## config.mk

```make
export PLATFORM = sky130hd
export DESIGN_NAME = abs_diff_bmf_decoder
export DESIGN_NICKNAME = d
export VERILOG_FILES = /design/src/rtl/abs_diff_bmf_pkg.sv /design/src/rtl/bmf_fifo2.sv /design/src/rtl/abs_diff_bmf_decoder.sv
export SDC_FILE = /design/constraint.sdc
export NUM_CORES = 1
export LEC_CHECK = 0
export ABC_AREA = 1
export BUFFER_PORTS_ARGS = -buffer_cell sky130_fd_sc_hd__buf_2
export CAP_MARGIN = 25
export CORE_MARGIN = 1.5
export CORE_UTILIZATION = 35
export DETAILED_ROUTE_END_ITERATION = 16
export GPL_TIMING_DRIVEN = 0
export SYNTH_ARGS = -nofsm -noshare
export SYNTH_HDL_FRONTEND = slang
export SYNTH_HIERARCHICAL = 1
export SYNTH_SLANG_ARGS = --single-unit
```

## constraint.sdc

```tcl
create_clock -name clk -period 2.3 [get_ports clk]
set_input_delay 0.46 -clock clk [delete_from_list [all_inputs] [get_ports clk]]
set_output_delay 0.46 -clock clk [all_outputs]
set_load 0.02 [all_outputs]
```

## src/rtl/abs_diff_bmf_pkg.sv

```systemverilog
// Shared constants and types for the BMF decoder: default sizes, FSM states
// and the reset-time basis matrix.
package abs_diff_bmf_pkg;

    localparam int unsigned BMF_K = 2;
    localparam int unsigned BMF_M = 5;

    typedef enum logic {
        ST_RUN,
        ST_DRAIN
    } bmf_state_t;

    localparam logic [4:0] BMF_DEF_ROW0 = 5'b01101;
    localparam logic [4:0] BMF_DEF_ROW1 = 5'b10000;

    // Rows above 1 default to zero; callers size the result down to M.
    function automatic logic [31:0] bmf_default_row(input int unsigned row);
        case (row)
            0:       return 32'(BMF_DEF_ROW0);
            1:       return 32'(BMF_DEF_ROW1);
            default: return '0;
        endcase
    endfunction

endpackage

```

## src/rtl/bmf_fifo2.sv

```systemverilog
// Two-entry FIFO with registered storage; the head entry is presented
// directly so it stays stable until popped.
module bmf_fifo2 #(
    parameter int unsigned W = 8
) (
    input  logic         clk,
    input  logic         rst_n,
    input  logic         push,
    input  logic [W-1:0] din,
    input  logic         pop,
    output logic [W-1:0] dout,
    output logic         valid,
    output logic [1:0]   count
);

    logic [W-1:0] mem [2];
    logic         wr_ptr;
    logic         rd_ptr;
    logic [1:0]   cnt;
    logic         push_ok;
    logic         pop_ok;

    assign push_ok = push && (cnt != 2'd2);
    assign pop_ok  = pop && (cnt != 2'd0);

    always_ff @(posedge clk or negedge rst_n) begin
        if (!rst_n) begin
            for (int unsigned i = 0; i < 2; i++) mem[i] <= '0;
            wr_ptr <= 1'b0;
            rd_ptr <= 1'b0;
            cnt    <= 2'd0;
        end else begin
            if (push_ok) begin
                mem[wr_ptr] <= din;
                wr_ptr      <= ~wr_ptr;
            end
            if (pop_ok) rd_ptr <= ~rd_ptr;
            cnt <= cnt + 2'(push_ok) - 2'(pop_ok);
        end
    end

    assign dout  = mem[rd_ptr];
    assign valid = (cnt != 2'd0);
    assign count = cnt;

endmodule

```

## src/rtl/abs_diff_bmf_decoder.sv

```systemverilog
// Boolean matrix factorisation decoder: ORs the basis rows selected by each
// factor word into a 2-deep output FIFO, with shadowed basis updates.
module abs_diff_bmf_decoder
    import abs_diff_bmf_pkg::*;
#(
    parameter int unsigned K = BMF_K,
    parameter int unsigned M = BMF_M
) (
    input  logic                                clk,
    input  logic                                rst_n,
    input  logic                                in_valid,
    output logic                                in_ready,
    input  logic [K-1:0]                        in_k,
    output logic                                out_valid,
    input  logic                                out_ready,
    output logic [M-1:0]                        out_po,
    input  logic                                cfg_we,
    input  logic [$clog2(K > 1 ? K : 2)-1:0]    cfg_row,
    input  logic [M-1:0]                        cfg_data,
    input  logic                                cfg_commit,
    output logic                                busy
);

    bmf_state_t state;
    logic [M-1:0] active     [K];
    logic [M-1:0] shadow     [K];
    logic [M-1:0] shadow_nxt [K];
    logic [M-1:0] product;
    logic [1:0]   count;
    logic [1:0]   count_nxt;
    logic         push;
    logic         pop;

    assign push = in_valid && in_ready;
    assign pop  = out_valid && out_ready;
    assign count_nxt = count + 2'(push) - 2'(pop);

    // Same-cycle row write is folded in here so a swap picks it up.
    always_comb begin
        shadow_nxt = shadow;
        for (int unsigned i = 0; i < K; i++) begin
            if (cfg_we && (32'(cfg_row) == i)) shadow_nxt[i] = cfg_data;
        end
    end

    always_comb begin
        product = '0;
        for (int unsigned i = 0; i < K; i++) begin
            if (in_k[i]) product = product | active[i];
        end
    end

    always_ff @(posedge clk or negedge rst_n) begin
        if (!rst_n) begin
            state    <= ST_RUN;
            in_ready <= 1'b0;
            busy     <= 1'b0;
            for (int unsigned i = 0; i < K; i++) begin
                active[i] <= M'(bmf_default_row(i));
                shadow[i] <= M'(bmf_default_row(i));
            end
        end else begin
            shadow <= shadow_nxt;
            case (state)
                ST_RUN: begin
                    if (cfg_commit) begin
                        state    <= ST_DRAIN;
                        busy     <= 1'b1;
                        in_ready <= 1'b0;
                    end else begin
                        busy     <= 1'b0;
                        in_ready <= (count_nxt < 2'd2);
                    end
                end
                ST_DRAIN: begin
                    // Input is held off in DRAIN, so an empty FIFO here stays empty.
                    if (count == 2'd0) begin
                        active   <= shadow_nxt;
                        state    <= ST_RUN;
                        busy     <= 1'b0;
                        in_ready <= 1'b1;
                    end
                end
                default: state <= ST_RUN;
            endcase
        end
    end

    bmf_fifo2 #(.W(M)) u_fifo (
        .clk   (clk),
        .rst_n (rst_n),
        .push  (push),
        .din   (product),
        .pop   (pop),
        .dout  (out_po),
        .valid (out_valid),
        .count (count)
    );

endmodule

```

== Yosys cells after proc, flatten, opt, wreduce, memory -nomap -nowiden ==
Cells that the tools add are included.
Storage, ports and cells
  bits in registers: 37
  input bits: 14
  output and inout port bits: 8
  word-level logic and storage cells: 57
Cells by class
  $add $sub $neg: 4
  order comparisons: 4
  eq/ne operators: 2
  multiplexer cells: 18
  bitwise gates (word level): 7
  reductions and logical operators: 10
Operators by type and width (number)
  $mux 5: 8
  $bwmux 10: 1
  $logic_and 1x1->1: 7
  $pmux 1 s2: 3
  $demux 5 s1: 1
  $mux 1: 5
  $or 5x5->5: 1
  $add 2x1->2: 2
  $ge 2x2->1 const B: 2
  $not 1->1: 4
  $not 1->2: 2
  $sub 2x1->2: 2
  $logic_not 2->1: 1
  $lt 2x1->1 const B: 1
  $lt 2x2->1 const B: 1
  $ne 2x1->1 const B: 1
  $ne 2x2->1 const B: 1
  $reduce_and 2->1: 1
  $reduce_bool 2->1: 1

== Depth between registers and ports, before layout ==
  word-level depth: 6
  mapped depth: 12
  gate-level depth less buffers: 12

== Modules after synthesis ==
The synthesis kept the hierarchy.
By module, submodules not included
  abs_diff_bmf_decoder: instances 1, cells each 120, area an instance 1112.3 um2, seq. area each 585.6 um2
  bmf_fifo2: instances 1, cells each 89, area an instance 708.2 um2, seq. area each 350.3 um2

== Worst setup path after synthesis ==
No wires, ideal clock.
  path kind: reg2reg
  from: register u_fifo.cnt[0] (netlist: u_fifo/count[0])
  to: register u_fifo.cnt[1] (netlist: u_fifo/count[1])
  setup time: 116 ps
  arrival time: 1514 ps
  required time: 2184 ps
  setup slack: 670 ps
  stages on the path, launching flop included: 13
  path buffers: 0
  period minus slack after synthesis: 1630 ps
  cells stage by stage: dfrtp_1 inv_1 nand2_1 nand2_1 inv_1 nand2_1 inv_1 ha_1 inv_1 ha_1 inv_1 nand2_1 nand2_1
On the way
  cells in the longest elaborated chain, start to end: 4
  elaborated cells on any way between the ends: 7
  classes of those cells: add/sub (2); eq/ne (1); reduce/logical (4)
Ends and longest elaborated chain
  start: declaration: line bmf_fifo2.sv:19  | logic [1:0] cnt;
  start signal: assignment: line bmf_fifo2.sv:38  | cnt <= cnt + 2'(push_ok) - 2'(pop_ok);
  $reduce_bool 2->1: line bmf_fifo2.sv:43  | assign valid = (cnt != 2'd0);
  net out_valid: line abs_diff_bmf_decoder.sv:14  | output logic out_valid,
  $logic_and 1x1->1: line abs_diff_bmf_decoder.sv:35  | assign pop = out_valid && out_ready;
  net pop: line abs_diff_bmf_decoder.sv:32  | logic pop;
  $logic_and 1x1->1: line bmf_fifo2.sv:24  | assign pop_ok = pop && (cnt != 2'd0);
  net u_fifo.pop_ok: line bmf_fifo2.sv:21  | logic pop_ok;
  $sub 2x1->2: line bmf_fifo2.sv:38
The timed path passes the listed nets, and every way through them passes these cells.
A chain may end at the register's enable or synchronous reset.

== Worst setup path after layout ==
  from: register u_fifo.rd_ptr
  to: output out_po[1]
On the way
  cells in the longest elaborated chain, start to end: 4
Ends and longest elaborated chain
  start: declaration: line bmf_fifo2.sv:18  | logic rd_ptr;
  start signal: assignment: line bmf_fifo2.sv:37  | if (pop_ok) rd_ptr <= ~rd_ptr;
  $not 1->2 (implied by the code): line bmf_fifo2.sv:42  | assign dout = mem[rd_ptr];
  $mux 5 (implied by the code) (3 in a row): line bmf_fifo2.sv:42
  end: declaration: line abs_diff_bmf_decoder.sv:16  | output logic [M-1:0] out_po,
No other way between the ends. The select of a mux whose other input is x is not followed.

==> impl_summary.txt <==
----------------------------------------------------
[Logic synthesis]
  Syn Std Cell Area ... 1820 um2
  Mean Syn Cell Area ... 8.71 um2
  Yosys warning total ... 6
  Post-synthesis sequential element count ... 37
  Cell count after synthesis ... between 200 and 250
  Synthesized netlist net count ... 226
  Proportion of synthesized chip area in sequential cells ... about half
  Distinct cells, synth ... 18

[Timing]
  Minimum period implied by the final worst setup slack ... 1.65 ns
  Total negative setup slack ... 0 ns
  Setup repair after global routing missed its margin ... no
  Worst slew slack as a fraction of its limit ... approximately 47%
  Slew Viols, Final ... 0
  Setup-violating endpoint count in the final report ... 0
  Endpoints failing hold ... 0
  Final clock skew ... 0.00389 ns
  Max Clk Rate ... ~600 MHz
  Tightest Pin Transition ... 0.793 ns
  Period utilisation layout ... between 70% and 80%

[Setup path]
  Critical path data arrival time ... approximately 1.2 ns
  Worst setup SP type ... flop
  Worst Path Class, Setup ... flop to output port
  Required @ worst endpoint ... 1.84 ns
  Peak fanout along the critical path ... 7
  Crit. End Element ... output port
  Worst R2R Setup Slack ... between 0.7 and 0.8 ns

[Hold path]
  Type of the most critical hold path ... primary input to asynchronous set/reset pin

[Drt]
  Count of vias placed by the detailed router ... 1355
  Wirelength, routed ... between 3000 and 4000 um
  Remaining antenna violation count after routing ... 0
  DRC ... 0
  Violation count after the first detailed-route iteration ... a little over 80
  Post-DR wirelength/cell ... between 10 and 15 um
  TritonRoute pass-1 iters ... 4
  Vias per cell ... between 4 and 5

[Placement]
  Post-DP Area ... between 2000 and 2500 um2
  Dpl hpwl ... 2430 um
  GP Congestion ... 0.742
  IO buf count ... 21

[Clock tree]
  Clock edge transition at the registers on the reported setup and hold paths ... 0.07 ns
  Post-CTS Hold Fix Bufs ... 0
  H-tree depth ... 2
  Insertion delay of the later-clocked pin in the worst-skew pair ... approximately 0.29 ns
  Setup repair bufs after CTS ... 0
  CTS tree ... built
  CTS Root Buffer Type ... clkbuf_8
  Number of buffers added by the clock tree synthesis step ... 5
  Longest Clk Path Bufs ... 2
  Resized Gates After CTS ... 0
  Number of clock sinks ... 37

[Final layout]
  Growth of design area from synthesis to finish ... 16.2%
  Commonest cells after routing, fill and taps aside ... 75 x nand2_1, 33 x inv_1, 29 x dfrtp_1
  Ratio of cells with drive above 1 in the final layout ... 31.5%
  Final core area utilization ... between 40% and 50%
  Antenna cell count ... 0
  Final Instance Area ... ~2100 um2
  Most frequent standard cell in the layout excluding fill and tap cells ... nand2_1
  Fin nets ... 254

[Global route]
  Number of antenna violations at the first check in global routing ... 0
  Via count of the first global-routing pass ... 1297
  Pin count of the biggest net entering global routing ... 38
  Wire length of the first global-routing pass ... 5770 um
  Total grt overflow ... 0
  Global-route usage over all layers ... 13.9%

[Flow run]
  Max-cap viol count ... 0

[Floorplan]
  Die boundary height ... around 75 um
  Die outline area ... 5640 um2
  Starting density of the core ... a little over a third
  Area of the placeable core ... just over 5000 um2
  # rows ... 26
  Number of I/O pins ... 22
  Floorplan die width ... between 70 and 80 um

[Power]
  Worst vdd rail ir drop ... roughly 0.67 mV
  Pleak ... about 1.1 nW
  Cell area power density ... roughly 1200 nW/um2
  PnR Total Power ... 2.58 mW

[Status]
  Run status ... finished clean

----------------------------------------------------
power by group:
| part | internal (mW) | switching (mW) |
|---|---|---|
| logic | 0.396 | 0.679 |
| registers | 0.897 | 0.118 |
| clock network | 0.271 | 0.223 |
metrics by stage:
step | hold WS [ns] | std cells | worst slack (ns)
after global placement | 0.456 | 300 | 0.713
final | 0.251 | 308 | 0.651
after floorplan | 0.164 | 209 | 0.670
after global routing | 0.315 | 308 | 0.534
after detailed placement | 0.459 | 300 | 0.712
after CTS | 0.282 | 308 | 0.633
kinds of logic (layout without fill, tap and decap cells):
| kind of cell | count (synthesis) | count (layout) | synth area share (%) |
|---|---|---|---|
| adder cells (fa/ha/maj) | 3 | 3 | 2.06 |
| buffers and inverters | 42 | 71 | 10.2 |
| AO/OA/AOI/OAI | 26 | 26 | 11.8 |
| AND/OR/NAND/NOR | 101 | 101 | 24.5 |
| flip-flops | 37 | 37 | 51.4 |
state kept, by name, summed over array words and instances, names as in the netlist:
register       flops
active            10
shadow            10
u_fifo/mem        10
u_fifo/count       2
busy               1
in_ready           1
state              1
u_fifo/rd_ptr      1
u_fifo/wr_ptr      1
critical path, cell delays in order (launching register included):
cell and delay (ns):
dfrtp_1 0.47, inv_2 0.15, nand2_1 0.07, nand2_1 0.05, buf_2 0.15
routing by layer:
metal	GRT usage, %	wire, um	share of wire, %
met2	20.9	1470	46
met5	0	0	0
met1	18.1	1550	48
met4	6.67	74	2.3
met3	4.42	121	3.8
worst paths after layout:
check	start	end	cells after the start
worst max-delay path	u_fifo/rd_ptr	out_po[1]	4
worst min-delay path	rst_n	u_fifo/mem[0]	1
worst max register to register	u_fifo/count[1]	u_fifo/count[1]	12
worst min register to register	u_fifo/mem[0]	u_fifo/mem[0]	2
max in group asynchronous	rst_n	shadow[6]	1
min in group clk	cfg_data[4]	shadow[4]	3
cell usage after synthesis:
cell	count	area, um2
nor2_1	2	7.51
inv_2	3	11.3
o22ai_1	5	31.3
nand2_1	75	282
dfrtp_1	29	726
inv_1	33	124
nand3_1	5	25.0
nand3_2	1	10.0
nand2_2	6	37.5
inv_4	1	6.26
dfstp_2	8	210
nand4_1	10	62.6
buf_6	2	22.5
buf_4	3	22.5
o21ai_2	20	175
ha_1	3	37.5
nand2_4	2	22.5
o21a_1	1	7.51
area by class of cell:
class	count	area (um2)
well taps	70	87.6
fillers	555	2960
repair buffers	21	105
plain buffers	5	45.0
flip-flops and latches	37	936
clock inverters	1	5.00
inverters	37	141
multi-input cells	130	698
clock buffers	7	96.3
No activity file was read; power rests on OpenSTA's default activity.
